## src/rtl/multicycle_cpu_controller.sv

```systemverilog
// Multi-cycle MIPS control FSM: sequences each instruction over 3-5 states, stalls on memReady,
// traps illegal encodings (sticky flag) and counts retired instructions.
module multicycle_cpu_controller #(
    parameter int OPC_W  = 6,
    parameter int FUNC_W = 6,
    parameter int CNT_W  = 32,
    parameter int BNE_EN = 1
) (
    input  logic              clk,
    input  logic              rst,
    input  logic [OPC_W-1:0]  opc,
    input  logic [FUNC_W-1:0] func,
    input  logic              zero,
    input  logic              memReady,
    output logic              pcLoad,
    output logic              iOrD,
    output logic              memRead,
    output logic              memWrite,
    output logic              irWrite,
    output logic [1:0]        regDst,
    output logic [1:0]        memToReg,
    output logic              regWrite,
    output logic              aluSrcA,
    output logic [1:0]        aluSrcB,
    output logic [2:0]        aluCtrl,
    output logic [1:0]        pcSrc,
    output logic              illegal,
    output logic [CNT_W-1:0]  instrCount
);

    localparam logic [OPC_W-1:0] OP_RTYPE = OPC_W'(6'b000000);
    localparam logic [OPC_W-1:0] OP_ADDI  = OPC_W'(6'b001000);
    localparam logic [OPC_W-1:0] OP_SLTI  = OPC_W'(6'b001010);
    localparam logic [OPC_W-1:0] OP_LW    = OPC_W'(6'b100011);
    localparam logic [OPC_W-1:0] OP_SW    = OPC_W'(6'b101011);
    localparam logic [OPC_W-1:0] OP_BEQ   = OPC_W'(6'b000100);
    localparam logic [OPC_W-1:0] OP_BNE   = OPC_W'(6'b000101);
    localparam logic [OPC_W-1:0] OP_J     = OPC_W'(6'b000010);
    localparam logic [OPC_W-1:0] OP_JAL   = OPC_W'(6'b000011);
    localparam logic [OPC_W-1:0] OP_JR    = OPC_W'(6'b111111);

    localparam logic [FUNC_W-1:0] FN_ADD = FUNC_W'(6'b100000);
    localparam logic [FUNC_W-1:0] FN_SUB = FUNC_W'(6'b100010);
    localparam logic [FUNC_W-1:0] FN_AND = FUNC_W'(6'b100100);
    localparam logic [FUNC_W-1:0] FN_OR  = FUNC_W'(6'b100101);
    localparam logic [FUNC_W-1:0] FN_SLT = FUNC_W'(6'b101010);

    localparam logic [2:0] ALU_AND = 3'b000;
    localparam logic [2:0] ALU_OR  = 3'b001;
    localparam logic [2:0] ALU_ADD = 3'b010;
    localparam logic [2:0] ALU_SUB = 3'b011;
    localparam logic [2:0] ALU_SLT = 3'b100;

    typedef enum logic [3:0] {
        S_FETCH, S_DECODE, S_EX_R, S_WB_R, S_EX_I, S_WB_I, S_MEM_ADDR, S_MEM_RD,
        S_WB_LW, S_MEM_WR, S_BRANCH, S_JUMP, S_JAL, S_JR, S_TRAP
    } state_t;

    state_t             state, state_next;
    logic [OPC_W-1:0]   opc_q;
    logic [FUNC_W-1:0]  func_q;

    always_ff @(posedge clk) begin
        if (rst) begin
            state      <= S_FETCH;
            opc_q      <= '0;
            func_q     <= '0;
            illegal    <= 1'b0;
            instrCount <= '0;
        end else begin
            state <= state_next;
            if (state == S_DECODE) begin
                opc_q  <= opc;
                func_q <= func;
            end
            if (state_next == S_TRAP)
                illegal <= 1'b1;
            // TRAP never leaves on its own, so the counter freezes there.
            if (state != S_FETCH && state_next == S_FETCH)
                instrCount <= instrCount + CNT_W'(1);
        end
    end

    always_comb begin
        state_next = state;
        pcLoad     = 1'b0;
        iOrD       = 1'b0;
        memRead    = 1'b0;
        memWrite   = 1'b0;
        irWrite    = 1'b0;
        regDst     = 2'b00;
        memToReg   = 2'b00;
        regWrite   = 1'b0;
        aluSrcA    = 1'b0;
        aluSrcB    = 2'b00;
        aluCtrl    = 3'b000;
        pcSrc      = 2'b00;
        case (state)
            S_FETCH: begin
                memRead = 1'b1;
                aluSrcB = 2'b01;
                aluCtrl = ALU_ADD;
                irWrite = memReady;
                pcLoad  = memReady;
                if (memReady)
                    state_next = S_DECODE;
            end
            S_DECODE: begin
                // Branch target is precomputed here while the opcode is decoded.
                aluSrcB = 2'b11;
                aluCtrl = ALU_ADD;
                case (opc)
                    OP_RTYPE:        state_next = S_EX_R;
                    OP_ADDI, OP_SLTI: state_next = S_EX_I;
                    OP_LW, OP_SW:    state_next = S_MEM_ADDR;
                    OP_BEQ:          state_next = S_BRANCH;
                    OP_BNE:          state_next = (BNE_EN != 0) ? S_BRANCH : S_TRAP;
                    OP_J:            state_next = S_JUMP;
                    OP_JAL:          state_next = S_JAL;
                    OP_JR:           state_next = S_JR;
                    default:         state_next = S_TRAP;
                endcase
            end
            S_EX_R: begin
                aluSrcA    = 1'b1;
                state_next = S_WB_R;
                case (func_q)
                    FN_ADD:  aluCtrl = ALU_ADD;
                    FN_SUB:  aluCtrl = ALU_SUB;
                    FN_AND:  aluCtrl = ALU_AND;
                    FN_OR:   aluCtrl = ALU_OR;
                    FN_SLT:  aluCtrl = ALU_SLT;
                    default: state_next = S_TRAP;
                endcase
            end
            S_WB_R: begin
                regDst     = 2'b01;
                regWrite   = 1'b1;
                state_next = S_FETCH;
            end
            S_EX_I: begin
                aluSrcA    = 1'b1;
                aluSrcB    = 2'b10;
                aluCtrl    = (opc_q == OP_SLTI) ? ALU_SLT : ALU_ADD;
                state_next = S_WB_I;
            end
            S_WB_I: begin
                regWrite   = 1'b1;
                state_next = S_FETCH;
            end
            S_MEM_ADDR: begin
                aluSrcA    = 1'b1;
                aluSrcB    = 2'b10;
                aluCtrl    = ALU_ADD;
                state_next = (opc_q == OP_SW) ? S_MEM_WR : S_MEM_RD;
            end
            S_MEM_RD: begin
                memRead = 1'b1;
                iOrD    = 1'b1;
                if (memReady)
                    state_next = S_WB_LW;
            end
            S_WB_LW: begin
                memToReg   = 2'b01;
                regWrite   = 1'b1;
                state_next = S_FETCH;
            end
            S_MEM_WR: begin
                memWrite = 1'b1;
                iOrD     = 1'b1;
                if (memReady)
                    state_next = S_FETCH;
            end
            S_BRANCH: begin
                aluSrcA    = 1'b1;
                aluCtrl    = ALU_SUB;
                pcSrc      = 2'b01;
                pcLoad     = (opc_q == OP_BNE) ? ~zero : zero;
                state_next = S_FETCH;
            end
            S_JUMP: begin
                pcSrc      = 2'b10;
                pcLoad     = 1'b1;
                state_next = S_FETCH;
            end
            S_JAL: begin
                pcSrc      = 2'b10;
                pcLoad     = 1'b1;
                regDst     = 2'b10;
                memToReg   = 2'b10;
                regWrite   = 1'b1;
                state_next = S_FETCH;
            end
            S_JR: begin
                pcSrc      = 2'b11;
                pcLoad     = 1'b1;
                state_next = S_FETCH;
            end
            S_TRAP:  state_next = S_TRAP;
            default: state_next = S_FETCH;
        endcase
    end

endmodule

```

## config.mk

```make
export PLATFORM = sky130hd
export DESIGN_NAME = multicycle_cpu_controller
export DESIGN_NICKNAME = d
export VERILOG_FILES = /design/src/rtl/multicycle_cpu_controller.sv
export SDC_FILE = /design/constraint.sdc
export NUM_CORES = 1
export LEC_CHECK = 0
export BUFFER_PORTS_ARGS = -buffer_cell sky130_fd_sc_hd__buf_2
export CAP_MARGIN = 10
export CORE_MARGIN = 2
export CORE_UTILIZATION = 49
export DETAILED_ROUTE_END_ITERATION = 6
export MAX_ROUTING_LAYER = met4
export PLACE_DENSITY = 0.82
export SLEW_MARGIN = 20
export SYNTH_ARGS = -nofsm -noshare
export SYNTH_HDL_FRONTEND = slang
export SYNTH_SLANG_ARGS = --single-unit
```

## constraint.sdc

```tcl
create_clock -name clk -period 2.4 [get_ports clk]
set_input_delay 0.48 -clock clk [delete_from_list [all_inputs] [get_ports clk]]
set_output_delay 0.48 -clock clk [all_outputs]
set_load 0.1 [all_outputs]
```

**After elaboration in Yosys (flattened, before gate mapping)**

Index checks and enable logic that the tools add are counted.

- Input bits: 16
- Register bits: 49
- Word-level logic and storage cells: 78
- Output and inout port bits: 51

- Reduce and logical (&&, ||, !) cells: 17
- Multiplexer cells: 22
- Bitwise logic cells: 1
- Equality and inequality tests: 32
- Add/sub/neg operators: 1

Operators with widths:

| kind | count |
|---|---|
| 6-bit equality test (second input constant) | 9 |
| 32-bit by 1-bit adder with 32-bit output (second input constant) | 1 |
| 4-bit equality test (second input constant) | 8 |
| 4-bit one-hot mux with 8 select lines | 1 |
| 4-bit one-hot mux with 7 select lines | 1 |
| 3-bit one-hot mux with 4 select lines | 2 |
| 4-bit 2-to-1 mux | 5 |
| 6-bit by 3-bit equality test with 1-bit output (second input constant) | 3 |
| 6-bit by 4-bit equality test with 1-bit output (second input constant) | 3 |
| 4-bit by 3-bit equality test with 1-bit output (second input constant) | 4 |
| 2-bit OR reduction | 7 |
| 6-bit by 2-bit equality test with 1-bit output (second input constant) | 2 |
| 2-bit one-hot mux with 3 select lines | 2 |
| 4-bit by 2-bit equality test with 1-bit output (second input constant) | 2 |
| 4-bit logical NOT | 2 |
| 2-bit one-hot mux with 2 select lines | 2 |
| 4-bit OR reduction | 2 |
| 1-bit 2-to-1 mux | 7 |
| 6-bit logical NOT | 1 |
| 3-bit OR reduction | 2 |
| 5-bit OR reduction | 1 |
| 4-bit by 1-bit equality test with 1-bit output (second input constant) | 1 |
| 4-bit nonzero test | 1 |
| 3-bit 2-to-1 mux | 1 |
| other kinds (3) | 3 |

**Depth between registers and ports, before layout**

- Depth after elaboration: 6
- Gate-level depth with buffers: 10
- Mapped depth without buffers: 7

**Least setup slack after synthesis**

OpenSTA, ideal clock, no wires.

- Path type: register to output
- From: register state[1]
- To: output port pcLoad
- Path slack: -2.686 ns
- Arrival time: 4.606 ns
- Data required time: 1.920 ns
- Stages on the path, launching flop included: 5
- Path buffers: 1
- Cell sequence: dfxtp_1 > buf_2 > nor3_1 > and3_1 > nand2b_1

- Word-level cells in the longest chain between the ends: 3
- Elaborated cells on any way between the ends: 7
- Classes of those cells: eq/ne: 4; mux: 1; reduce/logical: 2

Ends and longest elaborated chain:

| what | RTL line | RTL |
|---|---|---|
| start: declaration | 59 | `state_t state, state_next;` |
| start signal: assignment | 71 | `state <= state_next;` |
| 4-bit equality test | 98 | `case (state)` |
| 3-bit OR reduction (no source line) | -- |  |
| 1-bit one-hot mux with 3 select lines (*) | 98 |  |
| end: declaration | 15 | `output logic pcLoad,` |

Every way passes the cells marked *; elsewhere a longest branch is shown, timed or not.

**Worst setup path in the final report**

- From: register opc_q[2]
- To: register instrCount[30]

- Word-level cells in the longest chain between the ends: 5

Ends and longest elaborated chain:

| what | RTL line | RTL |
|---|---|---|
| start: declaration | 60 | `logic [OPC_W-1:0] opc_q;` |
| start signal: assignment | 73 | `opc_q <= opc;` |
| 6-bit equality test | 155 | `state_next = (opc_q == OP_SW) ? S_MEM_WR : S_MEM_RD;` |
| 4-bit 2-to-1 mux | 155 |  |
| 4-bit one-hot mux with 8 select lines | 98 |  |
| 4-bit logical NOT | 79 | `if (state != S_FETCH && state_next == S_FETCH)` |
| 1-bit logical AND | 79 |  |
| end signal: assignment | 80 | `instrCount <= instrCount + CNT_W'(1);` |
| end: declaration | 28 | `output logic [CNT_W-1:0] instrCount` |

Every way passes these cells.
A chain may end at the register's enable or synchronous reset.

==> flow_summary_export.csv <==
group,metric,value,unit
outcome,status,"finished clean",
critical_path,cp.required,2.64,ns
min_path,hold_class,"primary input to register",
global_routing,antenna_found_initial,0,
timing,hold_ws,0.416,ns
synth,avgSynthCellArea,7.47,sq um
synth,synth_top_family_by_area,"simple AND/OR/NAND/NOR gates",
synth,yosys_warnings,0,
min_path,holdPathEnd,"func_q[3]",
routing,wl_per_cell,15.7,um
place,gp_congestion,0.909,
routing,totalWireLength,8.43,mm
global_routing,grt_pass1_wl,12.8,mm
timing,drv_slew,0,
critical_path,setup.worst_path.class,"register to register",
timing,rsz0062_at_grt,"true",
power,power.density,1130,mW/mm^2
power,peakVddDrop,1550,uV
final_layout,nNetsFinal,482,
synth,yosys.area_share.simple,34.4,%
clocking,clk_latency,0.31,ns
critical_path,timing.rr.start,"opc_q[2]",
synth,synth-xor-area-share,0.620,%
routing,vias,3242,
die,die_x,79.9,um
timing,period_share,97.6,%
routing,antenna_left,0,
place,place_hpwl,6.05,mm
flow_run,maxCapViolations,0,
synth,synth-main-ff-cell,"dfxtp_1",
timing,setup_ws,0.0575,ns
synth,syn-cell-area,0.00282,sq mm
synth,postSynthCellCount,378,
synth,synth_compound_area_share,22.3,%
critical_path,critical_path.max_fanout,12,
timing,maxSlewHeadroom,54.9,%
clocking,h-tree-depth,2,
min_path,whs_path_depth,3,
clocking,clkSlewWorstSetupHoldPaths,0.09,ns
die,rows,27,
routing,drc_errors,0,
power,total_power,4580,uW
final_layout,postLayoutCellArea,0.00405,sq mm
synth,ys_seq_elements,49,
critical_path,end_kind,"register",
routing,first_iter_violations,178,
final_layout,layout_commonest_cell,"buf_2",
final_layout,drive_above_1_share,39.1,%
timing,setup_viol,0,
global_routing,grt_pass1_vias,2866,
critical_path,cp-start-kind,"register",
die,initial_core_util,51.0,%
global_routing,grt_use_total,25.4,%
timing,timing.fmax,0.427,GHz
critical_path,r2r_slack,0.06,ns
synth,synth_edf_count,0,
synth,async_flop_share,0,%
final_layout,syn_to_final_growth,43.4,%
timing,timing.final.crit_period,2.34,ns
clocking,cts_tree,"done",
routing,dr.pass1.iters,6,
clocking,clkSinkCount,49,
critical_path,r2r_cells,8,
global_routing,gr-total-overflow,0,
power,power.leakage,0.00153,uW
clocking,cts-buffers-inserted,5,
timing,fin_skew,0.0130,ns
place,placed_area,0.00377,sq mm
clocking,hold_buffers,0,
global_routing,grt_start_max_net_pins,35,
final_layout,n_antenna_cell,0,
place,post-place-ws,-0.262,ns
synth,yosysSeqAreaShare,34.7,%
die,die_area,0.00639,sq mm
clocking,clock-root-buffer,"clkbuf_8",
critical_path,cp_cell_sequence,"nand4bb_4 > or2_4 > a222oi_1 > nand4_2 > buf_6 > buf_12 > or4_4 > a21oi_2",
min_path,hp-start,"func[3]",
timing,worst_slew_pin_slew,0.677,ns
place,port_buffers,66,
die,die_h,79.9,um
synth,synth_cell_types,52,
die,coreArea,0.00554,sq mm
clocking,clockBufferDepth,2,
critical_path,slowest_delay,0.51,ns
critical_path,r2r-end,"instrCount[30]",
final_layout,layout_common_cells,"buf_2 (52), nand2_1 (40), a21oi_1 (38)",
synth,synthAdderAreaFrac,0.443,%
synth,synth_mux_area_share,2.22,%
critical_path,cpMaxStageDelayCell,"or4_4",
synth,syn_nets,395,
timing,hold_violations,0,
die,ios,67,
critical_path,cp_data_arrival_time,2.59,ns
routing,vias_per_cell,6.03,
[how the worst max path moves through the flow]
stage	from	end	slack, ns	cells after the start
floorplan	state[3]	pcLoad	-0.28	4
global placement	opc[2]	instrCount[6]	-0.18	8
detailed placement	opc[2]	instrCount[30]	-0.26	8
CTS	opc_q[4]	aluCtrl[1]	0.008	7
global route	opc_q[2]	instrCount[30]	-0.07	8
finish	opc_q[2]	instrCount[30]	0.06	8
[synthesized netlist by cell type, drive strengths merged (3+ instances only)]
master,instances,share of area [%]
dfxtp,49,35
a21oi,46,8.2
nand2,40,5.3
nor2,29,3.9
o21ai,27,4.8
or3,20,4.4
clkbuf,17,2.3
nand3,16,2.8
and3,13,2.9
inv,10,1.3
nand4,10,2.4
nor3,10,1.8
buf,9,1.7
or4,9,2.4
o31ai,8,2.1
nand2b,7,1.6
nor2b,5,1.1
and4,4,1.2
mux2i,4,1.4
a31oi,3,0.66
and2,3,0.66
nand3b,3,0.80
o21a,3,0.80
[worst max-delay path: cells and delay by family, from the launching register on]
family	cells	cell delay (ns)
AOI/OAI and AO/OA	2	0.51
buffers and inverters	2	0.31
DFF	1	0.34
and+or+nand+nor	4	1.12
[metrics by stage]
step | utilization [%] | std cells | TNS [ns]
5_1_grt | 73.1 | 538 | -0.436
6_report | 73.1 | 538 | 0
4_1_cts | 70.3 | 535 | 0
2_1_floorplan | - | 378 | -1.38
3_5_place_dp | 68.1 | 526 | -4.80
3_3_place_gp | 68.1 | 526 | -2.47
[logic make-up after synthesis]
group / after synthesis
fa+ha+maj: 1
compound gates: 105
mux: 6
simple gates: 179
buf+inv: 36
xor+xnor: 2
flops: 49
[per-layer routing]
| layer | routed length [um] | up-vias | track usage (%) |
|---|---|---|---|
| met5 | 0 | - | - |
| met4 | 148 | 0 | 8.81 |
| met3 | 455 | 16 | 3.39 |
| met2 | 4200 | 113 | 41.1 |
| met1 | 3630 | 1555 | 32.7 |
| li1 | - | 1558 | - |
[what timing repair did]
item                       CTS  global route
pin swaps                    1            18
gates resized for setup      1            28
gates cloned                 0             1
buffers inserted             1             2
setup endpoints to repair   16            23
[layout make-up]
| cell class | instances | area (sq um) |
|---|---|---|
| sequential | 49 | 1020 |
| inverter | 10 | 37.5 |
| fill | 399 | 1490 |
| tap | 72 | 90.1 |
| timing repair buffer | 106 | 895 |
| clock inverter | 3 | 41.3 |
| clock buffer | 5 | 68.8 |
| multi-input combinational | 293 | 1900 |
[flip-flops by register name, indices dropped and copies added (netlist names)]
| name | flops |
|---|---|
| opc_q | 6 |
| state | 4 |
| instrCount | 32 |
| illegal | 1 |
| func_q | 6 |
[power by group]
group          switching (uW)  internal [uW]  total (uW)
Sequential                107            901        1010
Clock                     272            307         579
Combinational            1960           1030        2990
(Power assumes the default switching activity.)
